File: config.mk
export PLATFORM = sky130hd
export DESIGN_NAME = div_repeated_sub_flat
export DESIGN_NICKNAME = d
export VERILOG_FILES = /design/src/rtl/div_repeated_sub_if.sv /design/src/rtl/div_repeated_sub.sv /design/src/flat_wrapper.sv
export SDC_FILE = /design/constraint.sdc
export NUM_CORES = 1
export LEC_CHECK = 0
export BUFFER_PORTS_ARGS = -buffer_cell sky130_fd_sc_hd__buf_2
export CAP_MARGIN = 25
export CORE_UTILIZATION = 45
export CTS_BUF_LIST = sky130_fd_sc_hd__clkbuf_4 sky130_fd_sc_hd__clkbuf_8
export CTS_CLUSTER_SIZE = 16
export DETAILED_ROUTE_END_ITERATION = 16
export GPL_TIMING_DRIVEN = 1
export PLACE_DENSITY = 0.63
export SLEW_MARGIN = 20
export SYNTH_ARGS = -nofsm -noshare
export SYNTH_HDL_FRONTEND = slang
export SYNTH_SLANG_ARGS = --single-unit
File: constraint.sdc
create_clock -name clk -period 2.39 [get_ports clk]
set_input_delay 0.478 -clock clk [delete_from_list [all_inputs] [get_ports clk]]
set_output_delay 0.478 -clock clk [all_outputs]
set_load 0.005 [all_outputs]
File: src/rtl/div_repeated_sub_if.sv
// rtl/div_repeated_sub_if.sv - start/done handshake and operand/result bundle for the divider
interface div_repeated_sub_if #(
  parameter int WIDTH = 16
);
  logic             start;
  logic [WIDTH-1:0] dividend;
  logic [WIDTH-1:0] divisor;
  logic             busy;
  logic             done;
  logic [WIDTH-1:0] quotient;
  logic [WIDTH-1:0] remainder;
  logic             div_by_zero;

  // Requester side: issues start and operands, observes results
  modport master (
    output start,
    output dividend,
    output divisor,
    input  busy,
    input  done,
    input  quotient,
    input  remainder,
    input  div_by_zero
  );

  // Divider side
  modport slave (
    input  start,
    input  dividend,
    input  divisor,
    output busy,
    output done,
    output quotient,
    output remainder,
    output div_by_zero
  );
endinterface

File: src/rtl/div_repeated_sub.sv
// rtl/div_repeated_sub.sv - sequential unsigned divider, one subtraction per clock
module div_repeated_sub #(
  parameter int WIDTH = 16
) (
  input  logic                 clk,
  input  logic                 rst_n,
  div_repeated_sub_if.slave    bus
);

  typedef enum logic [1:0] {
    ST_IDLE = 2'd0,
    ST_SUB  = 2'd1,
    ST_DONE = 2'd2
  } state_t;

  state_t           state_q;
  logic [WIDTH-1:0] r_q;      // running remainder
  logic [WIDTH-1:0] d_q;      // captured divisor
  logic [WIDTH-1:0] q_q;      // running quotient; never exceeds the dividend so cannot wrap
  logic             busy_q;
  logic             done_q;
  logic             dbz_q;
  logic [WIDTH-1:0] quot_q;
  logic [WIDTH-1:0] rem_q;

  logic             ge_d;
  logic [WIDTH-1:0] r_sub_d;
  logic [WIDTH-1:0] q_inc_d;

  // Datapath: one compare, one subtract and one increment per clock
  always_comb begin
    ge_d    = (r_q >= d_q);
    r_sub_d = r_q - d_q;
    q_inc_d = q_q + {{(WIDTH-1){1'b0}}, 1'b1};
  end

  // Controller FSM with registered outputs; results load on entry to DONE
  always_ff @(posedge clk or negedge rst_n) begin
    if (!rst_n) begin
      state_q <= ST_IDLE;
      r_q     <= '0;
      d_q     <= '0;
      q_q     <= '0;
      busy_q  <= 1'b0;
      done_q  <= 1'b0;
      dbz_q   <= 1'b0;
      quot_q  <= '0;
      rem_q   <= '0;
    end else begin
      case (state_q)
        ST_IDLE: begin
          done_q <= 1'b0;
          if (bus.start) begin
            r_q    <= bus.dividend;
            d_q    <= bus.divisor;
            q_q    <= '0;
            busy_q <= 1'b1;
            if (bus.divisor == '0) begin
              // No iterations: report saturated quotient and the dividend as remainder
              state_q <= ST_DONE;
              done_q  <= 1'b1;
              dbz_q   <= 1'b1;
              quot_q  <= '1;
              rem_q   <= bus.dividend;
            end else begin
              state_q <= ST_SUB;
              dbz_q   <= 1'b0;
            end
          end
        end

        ST_SUB: begin
          if (ge_d) begin
            r_q <= r_sub_d;
            q_q <= q_inc_d;
          end else begin
            state_q <= ST_DONE;
            done_q  <= 1'b1;
            quot_q  <= q_q;
            rem_q   <= r_q;
          end
        end

        ST_DONE: begin
          // Single-cycle done pulse, then always return to IDLE
          state_q <= ST_IDLE;
          done_q  <= 1'b0;
          busy_q  <= 1'b0;
        end

        default: begin
          state_q <= ST_IDLE;
          done_q  <= 1'b0;
          busy_q  <= 1'b0;
        end
      endcase
    end
  end

  assign bus.busy        = busy_q;
  assign bus.done        = done_q;
  assign bus.quotient    = quot_q;
  assign bus.remainder   = rem_q;
  assign bus.div_by_zero = dbz_q;

endmodule

File: src/flat_wrapper.sv
// flat-port wrapper written by rule: the top's interface ports become plain ports
module div_repeated_sub_flat 
#(
  parameter int WIDTH = 16
)
  (clk, rst_n, bus_start, bus_dividend, bus_divisor, bus_busy, bus_done, bus_quotient, bus_remainder, bus_div_by_zero);
  div_repeated_sub_if #(.WIDTH(WIDTH)) bus_i ();
  input  logic clk;
  input  logic rst_n;
  input wire logic [$bits(bus_i.start)-1:0] bus_start;
  input wire logic [$bits(bus_i.dividend)-1:0] bus_dividend;
  input wire logic [$bits(bus_i.divisor)-1:0] bus_divisor;
  output wire logic [$bits(bus_i.busy)-1:0] bus_busy;
  output wire logic [$bits(bus_i.done)-1:0] bus_done;
  output wire logic [$bits(bus_i.quotient)-1:0] bus_quotient;
  output wire logic [$bits(bus_i.remainder)-1:0] bus_remainder;
  output wire logic [$bits(bus_i.div_by_zero)-1:0] bus_div_by_zero;
  assign bus_i.start = bus_start;
  assign bus_i.dividend = bus_dividend;
  assign bus_i.divisor = bus_divisor;
  assign bus_busy = bus_i.busy;
  assign bus_done = bus_i.done;
  assign bus_quotient = bus_i.quotient;
  assign bus_remainder = bus_i.remainder;
  assign bus_div_by_zero = bus_i.div_by_zero;
  div_repeated_sub #(.WIDTH(WIDTH)) u_core (.clk(clk), .rst_n(rst_n), .bus(bus_i));
endmodule
==> results of run 1 <==
## per-stage QoR
stage | area, um2 | utilization | power [mW] | cells
after global placement | 5250 | 0.533 | 7.85 | 716
final | 5580 | 0.566 | 9.26 | 737
after detailed placement | 5250 | 0.533 | 7.93 | 716
after global routing | 5580 | 0.566 | 10.1 | 737
after CTS | 5440 | 0.551 | 8.90 | 732
after floorplan | 4610 | - | 6.22 | 508
## worst paths after layout
| check | start | endpoint | slack (ps) |
|---|---|---|---|
| worst min register to register | u_core.bus.remainder[1] | u_core.bus.remainder[1] | 480 |
| worst min-delay path | rst_n | u_core.d_q[8] | 0.5 |
| worst max-delay path | u_core.r_q[14] | u_core.r_q[2] | 50 |
| worst max register to register | u_core.r_q[14] | u_core.r_q[2] | 50 |
| min in group clk | bus_divisor[7] | u_core.d_q[7] | 320 |
| max in group asynchronous | rst_n | u_core.r_q[2] | 1740 |
## critical path, stage by stage, from the launching register on
cell	delay [ps]
dfrtp_1	410
ha_2	400
and4_4	300
nand3_2	100
a2bb2oi_4	190
buf_12	150
a21oi_4	290
mux2_2	380
## kinds of logic (layout without fill, tap and decap cells)
family,count (synthesis),after routing,share of synthesized area
AOI/OAI and AO/OA,160,160,0.231
xor gates and xnor gates,8,8,0.0152
adders and majority gates,18,18,0.0505
buffers and inverters,46,142,0.0486
DFF,85,85,0.462
muxes,3,3,0.00679
and+or+nand+nor,188,188,0.187
## timing repair
| action | 4_1_cts | 5_1_grt |
|---|---|---|
| resized for setup | 0 | 17 |
| endpoints found under the setup margin | 0 | 63 |
| buffers inserted | 0 | 4 |
## cell usage in the layout (no fill, tap or decap), types with 4 or more instances in the layout
master,netlist,layout
o31ai_1,4,4
buf_12,0,5
o22a_1,16,16
nand3_1,8,7
xor2_1,4,4
a21oi_2,3,4
ha_2,0,5
clkbuf_8,0,10
nor2_1,34,34
nand4_1,7,7
inv_1,22,22
and2_1,12,12
buf_2,4,68
nor4_1,7,7
dfrtp_1,85,85
o21ai_0,53,53
buf_4,2,28
a21o_1,6,6
a31oi_1,22,22
nand2_1,96,96
ha_1,17,11
and3_1,5,4
a21oi_1,28,26
o21ai_1,4,4
xnor2_1,4,4
## sequential cells by signal, indices dropped and copies added, names as in the netlist
register                flops
u_core.q_q                 16
u_core.r_q                 16
u_core.state_q              2
u_core.bus.remainder       16
u_core.bus.done             1
u_core.bus.busy             1
u_core.bus.quotient        16
u_core.d_q                 16
u_core.bus.div_by_zero      1
## metal layers
layer,track usage,vias to the layer above,routed length (um),part of all wire
li1,-,1998,-,-
met1,0.324,1943,5560,0.48
met2,0.348,114,5240,0.45
met3,0.0531,15,684,0.059
met4,0.0878,0,197,0.017
met5,0,-,0,0
## power by group
| part | switching [mW] | internal, mW |
|---|---|---|
| combinational | 3.30 | 2.61 |
| clock | 0.524 | 0.417 |
| sequential | 0.351 | 2.06 |
| total | 4.17 | 5.09 |
## layout make-up
type,count,share of cell area
Timing Repair Buffer,103,0.123
Clock inverter,5,0.00650
Tap cell,133,0.0298
Clock buffer,11,0.0260
Sequential cell,85,0.381
Inverter,23,0.0159
Multi-Input combinational cell,377,0.418
==> results by group, run 1 <==
Placed design
  – Pre-CTS setup slack: 63.7 ps
  – Port bufs: a little under 70
  – Final GP Congestion: 0.957
  – Detailed Place HPWL: 8630 um

Final layout
  – Filler cells: 933
  – Share of cells above drive strength 1: 0.247
  – # diodes: 0
  – FF+latch area: 0.00213 mm2
  – Footprint of the multi-input gates: 0.00233 mm2
  – Area Overhead vs Synth: 21.2%
  – Nets: 652

Yosys
  – Syn Inst Count: ~510
  – Synth Flop Type: dfrtp_1
  – Asr flop ratio synth: 1.00
  – Cell Area, Synth: 0.00461 mm2
  – Syn_area_per_cell: 9.07 um2
  – Synth cell count leaders: 96 x nand2_1, 85 x dfrtp_1, 53 x o21ai_0, 34 x nor2_1, 28 x a21oi_1
  – Ranking of synthesized cells by area: dfrtp_1 46%, nand2_1 7.8%, o21ai_0 5.8%
  – Synth warn: 0
  – Unique masters post-synth: 59
  – Synth Net Count: 561
  – Synth top area share: 0.462
  – Cell taking the most area after synthesis: dfrtp_1
  – Synth Register Bits: 85
  – Number of synthesized flops with an enable pin: 0
  – Most frequent cell after synthesis: nand2_1
  – Sequential area share after synthesis: 0.462

Timing
  – Final period util: 0.977
  – Worst setup margin: 54.9 ps
  – WHS: between 0.5 and 0.6 ps
  – Worst slew pin tran: 574 ps
  – TNS Setup: 0 ps
  – Highest clock rate: 0.428 GHz
  – Slew Limit Fails: 0
  – Min cycle time layout: 2340 ps
  – Final Hold Fails: 0
  – Worst slew margin: 0.617
  – Setup violators final: 0
  – Final Skew: 9.87 ps

Run status
  – Status: finished, final reports clean

Clocking
  – Post-CTS Hold Fix Bufs: 0
  – Clock Path Buffers: 2
  – TritonCTS clock tree: built
  – Clock Sinks: 85
  – CTS H-tree depth: 3
  – Root Driver: clkbuf_8
  – Worst-path clk slew: around 90 ps
  – Num CTS Buffers: 9
  – Clock Latency Late Sink: about 370 ps

Floorplanning
  – # IOs: 70
  – Area of the core: about 0.01 mm2
  – Starting density of the core: 0.467
  – Die Ht: between 100 and 150 um
  – Die area: 0.0106 mm2
  – Die Width: roughly 100 um
  – Row cnt: 36

Global route
  – Vias in the first global route: 3718
  – Initial antenna violation count: 0
  – Largest net degree at the start of global routing: 62
  – Global Route Usage Sum: 0.231
  – First-pass GRT wire length: 18300 um
  – Total congestion overflow: 0

Critical path
  – Crit path required time: 2640 ps
  – Crit start category: flop
  – Depth of the most critical reg-to-reg path: 7
  – Worst Setup End Kind: flop
  – Arrival time at the worst endpoint: 2590 ps
  – CP max FO: 8
  – Critical path type: reg -> reg

Detailed routing
  – Initial DRC Count: between 200 and 250
  – Drt wl/cell: 15.8 um
  – Drt via density: 5.52
  – Vias: 4070
  – First drt pass iteration count: 5
  – Post-route ant nets: 0
  – Final WL: 11700 um
  – DRC: 0

Pwr
  – Cell Pwr Density: between 1500 and 2000 mW/mm2
  – Maximum vdd drop: around 0.56 mV
  – Leakage: 2.54 nW

Hold path
  – Min-Delay Path Class: in -> async

Job
  – Max Cap Viol: 0
No activity file was read; power rests on OpenSTA's default activity.
==> run 2, diff against run 1 <==
ABC_AREA = 1   (was default)
PLACE_DENSITY = 0.62   (was 0.63)
==> results by group, run 2 <==
Timing
  – Worst slew margin: 0.549 (was 0.617)
  – Worst slew pin tran: 676 ps (was 574 ps)
  – RSZ-0062 raised after global routing: false
  – TNS Setup: 0 ps (unchanged)
  – Slew Limit Fails: 0 (unchanged)
  – Final Skew: 7.12 ps (was 9.87 ps)
  – WHS: 38.0 ps (was 0.522 ps)
  – Final Hold Fails: 0 (unchanged)
  – Min cycle time layout: 2180 ps (was 2340 ps)
  – Final period util: 0.912 (was 0.977)
  – Highest clock rate: 0.459 GHz (was 0.428 GHz)
  – Setup violators final: 0 (unchanged)

Critical path
  – Arrival time at the worst endpoint: 2430 ps (was 2590 ps)
  – CP peak stage delay: 380 ps (was 410 ps)
  – CP max FO: 25 (was 8)
  – Worst Setup End Kind: flop (unchanged)
  – Critical path's slowest cell: dfrtp_1 (unchanged)
  – Critical path type: reg -> reg (unchanged)
  – Crit start category: flop (unchanged)
  – Worst path cell trace: inv_1 > ha_1 > inv_1 > fa_2 > nand2_1 > nand2_1 > and2_4 > nand2_4 > nand3_2 > nand2_2 > nand2_2 > nand2_4 > buf_12 > nor2_1 > nand2_1 > nand2_1 (was ha_2 > and4_4 > nand3_2 > a2bb2oi_4 > buf_12 > a21oi_4 > mux2_2)
  – Crit path required time: 2640 ps (about the same)
  – Crit-path most repeated cell: nand2_1

Clocking
  – Clock Latency Late Sink: 360 ps (was 370 ps)
  – Root Driver: clkbuf_8 (unchanged)
  – Total setup buffers inserted after CTS: 0 (unchanged)
  – Clock Path Buffers: 2 (unchanged)
  – TritonCTS clock tree: built (unchanged)
  – Clock Sinks: 85 (unchanged)
  – Num CTS Buffers: 9 (unchanged)
  – Post-CTS Hold Fix Bufs: 0 (unchanged)
  – CTS H-tree depth: 3 (unchanged)
  – Worst-path clk slew: 80 ps (was 90 ps)

Global route
  – First-pass GRT wire length: 21300 um (was 18300 um)
  – Largest net degree at the start of global routing: 58 (was 62)
  – Total congestion overflow: 0 (unchanged)
  – Global Route Usage Sum: 0.234 (was 0.231)
  – Vias in the first global route: 4438 (was 3718)
  – Initial antenna violation count: 0 (unchanged)

Yosys
  – Syn Inst Count: 719 (was 508)
  – Most frequent cell after synthesis: nand2_1 (unchanged)
  – Cell Area, Synth: 0.00514 mm2 (was 0.00461 mm2)
  – Synth warn: 0 (unchanged)
  – Unique masters post-synth: 39 (was 59)
  – Sequential area share after synthesis: 0.414 (was 0.462)
  – Syn_area_per_cell: 7.15 um2 (was 9.07 um2)
  – Synth cell count leaders: 256 x nand2_1, 85 x dfrtp_1, 83 x inv_1, 77 x nor2_1, 66 x nand3_1 (was 96 x nand2_1, 85 x dfrtp_1, 53 x o21ai_0, 34 x nor2_1, 28 x a21oi_1)
  – Synth Net Count: 772 (was 561)
  – Synth top area share: 0.414 (was 0.462)
  – Asr flop ratio synth: 1.00 (unchanged)
  – Cell taking the most area after synthesis: dfrtp_1 (unchanged)
  – Number of synthesized flops with an enable pin: 0 (unchanged)
  – Synth Register Bits: 85 (unchanged)
  – Synth Flop Type: dfrtp_1 (unchanged)
  – Ranking of synthesized cells by area: dfrtp_1 41%, nand2_1 19%, nand3_1 6.4% (was dfrtp_1 46%, nand2_1 7.8%, o21ai_0 5.8%)

Floorplanning
  – Die Ht: 109 um (was 103 um)
  – Die area: 0.0119 mm2 (was 0.0106 mm2)
  – # IOs: 70 (unchanged)
  – Die Width: 109 um (was 103 um)
  – Row cnt: 38 (was 36)
  – Starting density of the core: 0.468 (was 0.467)
  – Area of the core: 0.0110 mm2 (was 0.00986 mm2)

Final layout
  – Filler cells: 1131 (was 933)
  – # diodes: 0 (unchanged)
  – Most frequent cells in the layout: 256 x nand2_1, 85 x dfrtp_1, 83 x inv_1, 76 x nor2_1, 68 x buf_2 (was 96 x nand2_1, 85 x dfrtp_1, 68 x buf_2, 53 x o21ai_0, 34 x nor2_1)
  – Commonest non-fill, non-tap cell in the layout: nand2_1 (unchanged)
  – Area Overhead vs Synth: 13.8% (was 21.2%)
  – Non-Filler Instances: 928 (was 737)
  – Util after Layout: 0.532 (was 0.566)
  – Nets: 837 (was 652)
  – Share of cells above drive strength 1: 0.160 (was 0.247)

Placed design
  – Detailed Place HPWL: 9090 um (was 8630 um)
  – Final GP Congestion: 0.861 (was 0.957)
  – Placed insts: 913 (was 716)
  – Port bufs: 69 (unchanged)

Detailed routing
  – Vias: 4657 (was 4070)
  – Initial DRC Count: 282 (was 248)
  – Drt wl/cell: 13.5 um (was 15.8 um)
  – Post-route ant nets: 0 (unchanged)
  – First drt pass iteration count: 4 (was 5)
  – Drt via density: 5.02 (was 5.52)
  – DRC: 0 (unchanged)
  – Final WL: 12500 um (was 11700 um)

Pwr
  – Maximum vdd drop: 0.674 mV (was 0.561 mV)
  – Leakage: 3.24 nW (was 2.54 nW)
  – Cell Pwr Density: 1480 mW/mm2 (was 1660 mW/mm2)

Job
  – Max Cap Viol: 0 (unchanged)

Run status
  – Status: finished, final reports clean (unchanged)

Hold path
  – Min-Delay Path Class: in -> async (unchanged)
==> run 2: cell count changes after synthesis, moves of 20 or more <==
cell / before / now
inv_1: 22 / 83
nor2_1: 34 / 77
a31oi_1: 22 / 0
o21ai_0: 53 / 33
nand3_1: 8 / 66
a21oi_1: 28 / 8
nand2_1: 96 / 256
==> run 2: final timing paths <==
check                                       start                      end  slack, ps  cells past startpoint
min in group clk                   bus_divisor[0]            u_core.d_q[0]        330                      3
max in group asynchronous                   rst_n  u_core.bus.quotient[12]       1710                      2
max reg2reg                         u_core.r_q[0]           u_core.q_q[15]        210                     16
max                                 u_core.r_q[0]           u_core.q_q[15]        210                     16
min                                         rst_n            u_core.d_q[1]         40                      1
min reg2reg                u_core.bus.quotient[7]   u_core.bus.quotient[7]        490                      2
==> run 2: kinds of logic after synthesis <==
family          share of synthesized area
fa+ha+maj                          0.0453
compound gates                     0.0475
simple gates                        0.382
flops                               0.414
buf+inv                            0.0957
xor+xnor                           0.0153
==> run 2: repair_timing <==
item | in CTS | in global routing
hold endpoints to repair | 0 | 0
resized for setup | 0 | 4
endpoints found under the setup margin | 0 | 33
==> run 2: stage by stage <==
| step | area (um2) | worst slack, ps | power [mW] |
|---|---|---|---|
| after floorplan | 5140 | 332 | 6.23 |
| after global placement | 5630 | 204 | 7.42 |
| after detailed placement | 5630 | 145 | 7.56 |
| after CTS | 5830 | 122 | 8.66 |
| after global routing | 5850 | 21.3 | 9.57 |
| final | 5850 | 211 | 8.63 |
==> run 2: final cells by class <==
| cell class | count | area [um2] | share of cell area |
|---|---|---|---|
| clock inverter | 3 | 45.0 | 0.00770 |
| clock buffer | 12 | 159 | 0.0272 |
| inverter | 85 | 319 | 0.0546 |
| sequential | 85 | 2130 | 0.364 |
| tap | 140 | 175 | 0.0300 |
| timing repair buffer | 81 | 483 | 0.0826 |
| multi-input combinational | 522 | 2540 | 0.434 |
==> run 2: worst max-delay path, delay by kind of cell (launching register included) <==
family	cells	cell delay, ps
adder cells (fa/ha/maj)	2	490
buffers and inverters	3	330
flip-flops	1	380
AND/OR/NAND/NOR	11	880
==> run 2: power breakdown <==
part | switching [mW] | internal (mW)
Clock | 0.521 | 0.547
Combinational | 3.27 | 1.88
Sequential | 0.375 | 2.04
==> run 2: layer usage <==
metal  GRT usage  vias up  routed length [um]
li1            -     2376                   -
met1       0.316     2147                5870
met2       0.370      114                5770
met3      0.0424       20                 600
met4      0.0907        0                 281
met5           0        -                   0
==> run 3, diff against run 2 <==
PLACE_DENSITY = 0.64   (was 0.62)
==> results by group, run 3 (same netlist as run 2, synthesis figures left out) <==
Run status
  – Status: finished, final reports clean (unchanged)

Global route
  – Global Route Usage Sum: 0.231 (was 0.234)
  – Initial antenna violation count: 0 (unchanged)
  – First-pass GRT wire length: 20900 um (was 21300 um)
  – Largest net degree at the start of global routing: 53 (was 58)
  – Vias in the first global route: 4302 (was 4438)
  – Total congestion overflow: 0 (unchanged)

Timing
  – Final period util: 0.933 (was 0.912)
  – Final Skew: 14.0 ps (was 7.12 ps)
  – Setup violators final: 0 (unchanged)
  – Min cycle time layout: 2230 ps (was 2180 ps)
  – Final Hold Fails: 0 (unchanged)
  – Slew Limit Fails: 0 (unchanged)
  – Worst slew pin tran: 726 ps (was 676 ps)
  – Worst slew margin: 0.516 (was 0.549)
  – Highest clock rate: 0.448 GHz (was 0.459 GHz)
  – WHS: 311 ps (was 38.0 ps)

Hold path
  – Worst Hold Depth: 3
  – Worst Min Path Start: bus_divisor[0]
  – Hold endpoint: u_core.d_q[0]
  – Min-Delay Path Class: in -> reg (was in -> async)

Critical path
  – Worst Setup End Kind: flop (unchanged)
  – Arrival time at the worst endpoint: 2540 ps (was 2430 ps)
  – Critical path's slowest cell: dfrtp_1 (unchanged)
  – RR Endpoint: u_core.q_q[7] (was u_core.q_q[15])
  – Crit path from: u_core.r_q[0] (unchanged)
  – Reg2Reg Setup Slack: 160 ps (was 210 ps)
  – CP max FO: 6 (was 25)
  – Cell family with most CP delay: simple AND/OR/NAND/NOR gates (unchanged)
  – Worst path cell trace: inv_1 > ha_1 > inv_2 > fa_2 > nand2_2 > nand2_1 > and2_4 > nand2_4 > nand3_2 > nand2_4 > nand2_8 > nand2_8 > clkbuf_16 > nand3_1 > o21ai_0 (was inv_1 > ha_1 > inv_1 > fa_2 > nand2_1 > nand2_1 > and2_4 > nand2_4 > nand3_2 > nand2_2 > nand2_2 > nand2_4 > buf_12 > nor2_1 > nand2_1 > nand2_1)
  – CP peak stage delay: 390 ps (was 380 ps)
  – Worst r2r src: u_core.r_q[0] (unchanged)
  – Depth of the most critical reg-to-reg path: 15 (was 16)
  – Critical path buffers and inverters: 3 (unchanged)
  – Critical path type: reg -> reg (unchanged)
  – Crit start category: flop (unchanged)
  – Crit path required time: 2700 ps (was 2640 ps)

Clocking
  – Num CTS Buffers: 9 (unchanged)
  – Worst-path clk slew: 100 ps (was 80 ps)
  – CTS H-tree depth: 3 (unchanged)
  – Clock Path Buffers: 2 (unchanged)
  – Clock Latency Late Sink: 390 ps (was 360 ps)
  – Clock Sinks: 85 (unchanged)
  – TritonCTS clock tree: built (unchanged)
  – Root Driver: clkbuf_8 (unchanged)

Detailed routing
  – DR top layer: met4 (unchanged)
  – Drt wl/cell: 14.5 um (was 13.5 um)
  – Metal2 WL: 6390 um (was 5770 um)
  – Final WL: 13700 um (was 12500 um)
  – Post-Route M1 WL: 6400 um (was 5870 um)
  – Post-route ant nets: 0 (unchanged)
  – Initial DRC Count: 210 (was 282)
  – Vias: 4754 (was 4657)
  – First drt pass iteration count: 5 (was 4)
  – WL met3: 649 um (was 600 um)
  – DRC: 0 (unchanged)
  – Drt via density: 5.06 (was 5.02)

Floorplanning
  – Area of the core: 0.0110 mm2 (unchanged)
  – # IOs: 70 (unchanged)
  – Die Width: 109 um (unchanged)
  – Row cnt: 38 (unchanged)
  – Starting density of the core: 0.468 (unchanged)
  – Die Ht: 109 um (unchanged)
  – Die area: 0.0119 mm2 (unchanged)

Final layout
  – # diodes: 0 (unchanged)
  – Final instance area: 0.00613 mm2 (was 0.00585 mm2)
  – Area Overhead vs Synth: 19.2% (was 13.8%)
  – Share of cells above drive strength 1: 0.176 (was 0.160)
  – Most frequent cells in the layout: 253 x nand2_1, 85 x dfrtp_1, 82 x inv_1, 76 x nor2_1, 68 x buf_2 (was 256 x nand2_1, 85 x dfrtp_1, 83 x inv_1, 76 x nor2_1, 68 x buf_2)
  – Commonest non-fill, non-tap cell in the layout: nand2_1 (unchanged)
  – Nets: 848 (was 837)

Pwr
  – Cell Pwr Density: 1540 mW/mm2 (was 1480 mW/mm2)
  – Maximum vdd drop: 0.694 mV (was 0.674 mV)
  – Total power: 9.46 mW (was 8.63 mW)
  – Leakage: 3.37 nW (was 3.24 nW)

Job
  – Max Cap Viol: 0 (unchanged)

Placed design
  – Detailed Place HPWL: 9020 um (was 9090 um)
  – Post-DP Area: 0.00562 mm2 (was 0.00563 mm2)
  – Final GP Congestion: 0.910 (was 0.861)
  – Port bufs: 69 (unchanged)
run 3: cell types whose count changed in the layout (fill, tap and decap cells not counted), sizes merged:
cell / before / now
nand2: 264 / 268
clkinvlp: 2 / 1
bufinv: 1 / 2
buf: 81 / 82
dlygate4sd3: 0 / 1
clkbuf: 12 / 14
inv: 84 / 87
clkinv: 1 / 2
run 3: tightest hold or removal path: stages:
cell and delay (ps):
buf_2 90, nand2_1 50, nand2_1 50
run 3: cell type report:
class | count | area [um2]
fillers | 1033 | 4860
multi-input cells | 526 | 2640
flip-flops and latches | 85 | 2130
repair buffers | 88 | 634
inverters | 85 | 319
well taps | 140 | 175
clock buffers | 9 | 124
clock inverters | 7 | 105
run 3: how the worst max path moves through the flow:
stage | end | slack (ps) | depth (start not counted)
2_1_floorplan | u_core.r_q[0] | 330 | 16
3_3_place_gp | u_core.r_q[13] | 180 | 15
3_5_place_dp | u_core.r_q[14] | 100 | 15
4_1_cts | u_core.q_q[10] | 70 | 15
5_1_grt | u_core.q_q[13] | -8 | 15
6_report | u_core.q_q[7] | 160 | 15
run 3: report_power, final:
group          total [mW]  internal (mW)  switching, mW  leakage [nW]
Sequential           2.42           2.04          0.382          1.07
Combinational        5.82           2.22           3.60          2.19
Clock                1.21          0.605          0.606         0.112
Total                9.46           4.86           4.59          3.37
run 3: per-layer routing:
layer / track usage / vias up
met3: 0.0460 / 17
li1: - / 2415
met1: 0.308 / 2195
met5: 0 / -
met2: 0.373 / 127
met4: 0.0801 / 0
run 3: metrics by stage:
step	utilization	setup TNS, ps	setup slack [ps]	std cells
final	0.558	0	159	940
after global routing	0.558	-11.1	-7.92	940
after CTS	0.533	0	66.4	929
after detailed placement	0.512	0	98.8	912
after global placement	0.512	0	183	912
after floorplan	-	0	332	719
run 3: timing repair:
item                                    CTS  global route
gates resized for setup                   0            17
buffers inserted                          0             1
hold buffers                              1             0
endpoints found under the setup margin    0            60
endpoints found under the hold margin    15             0
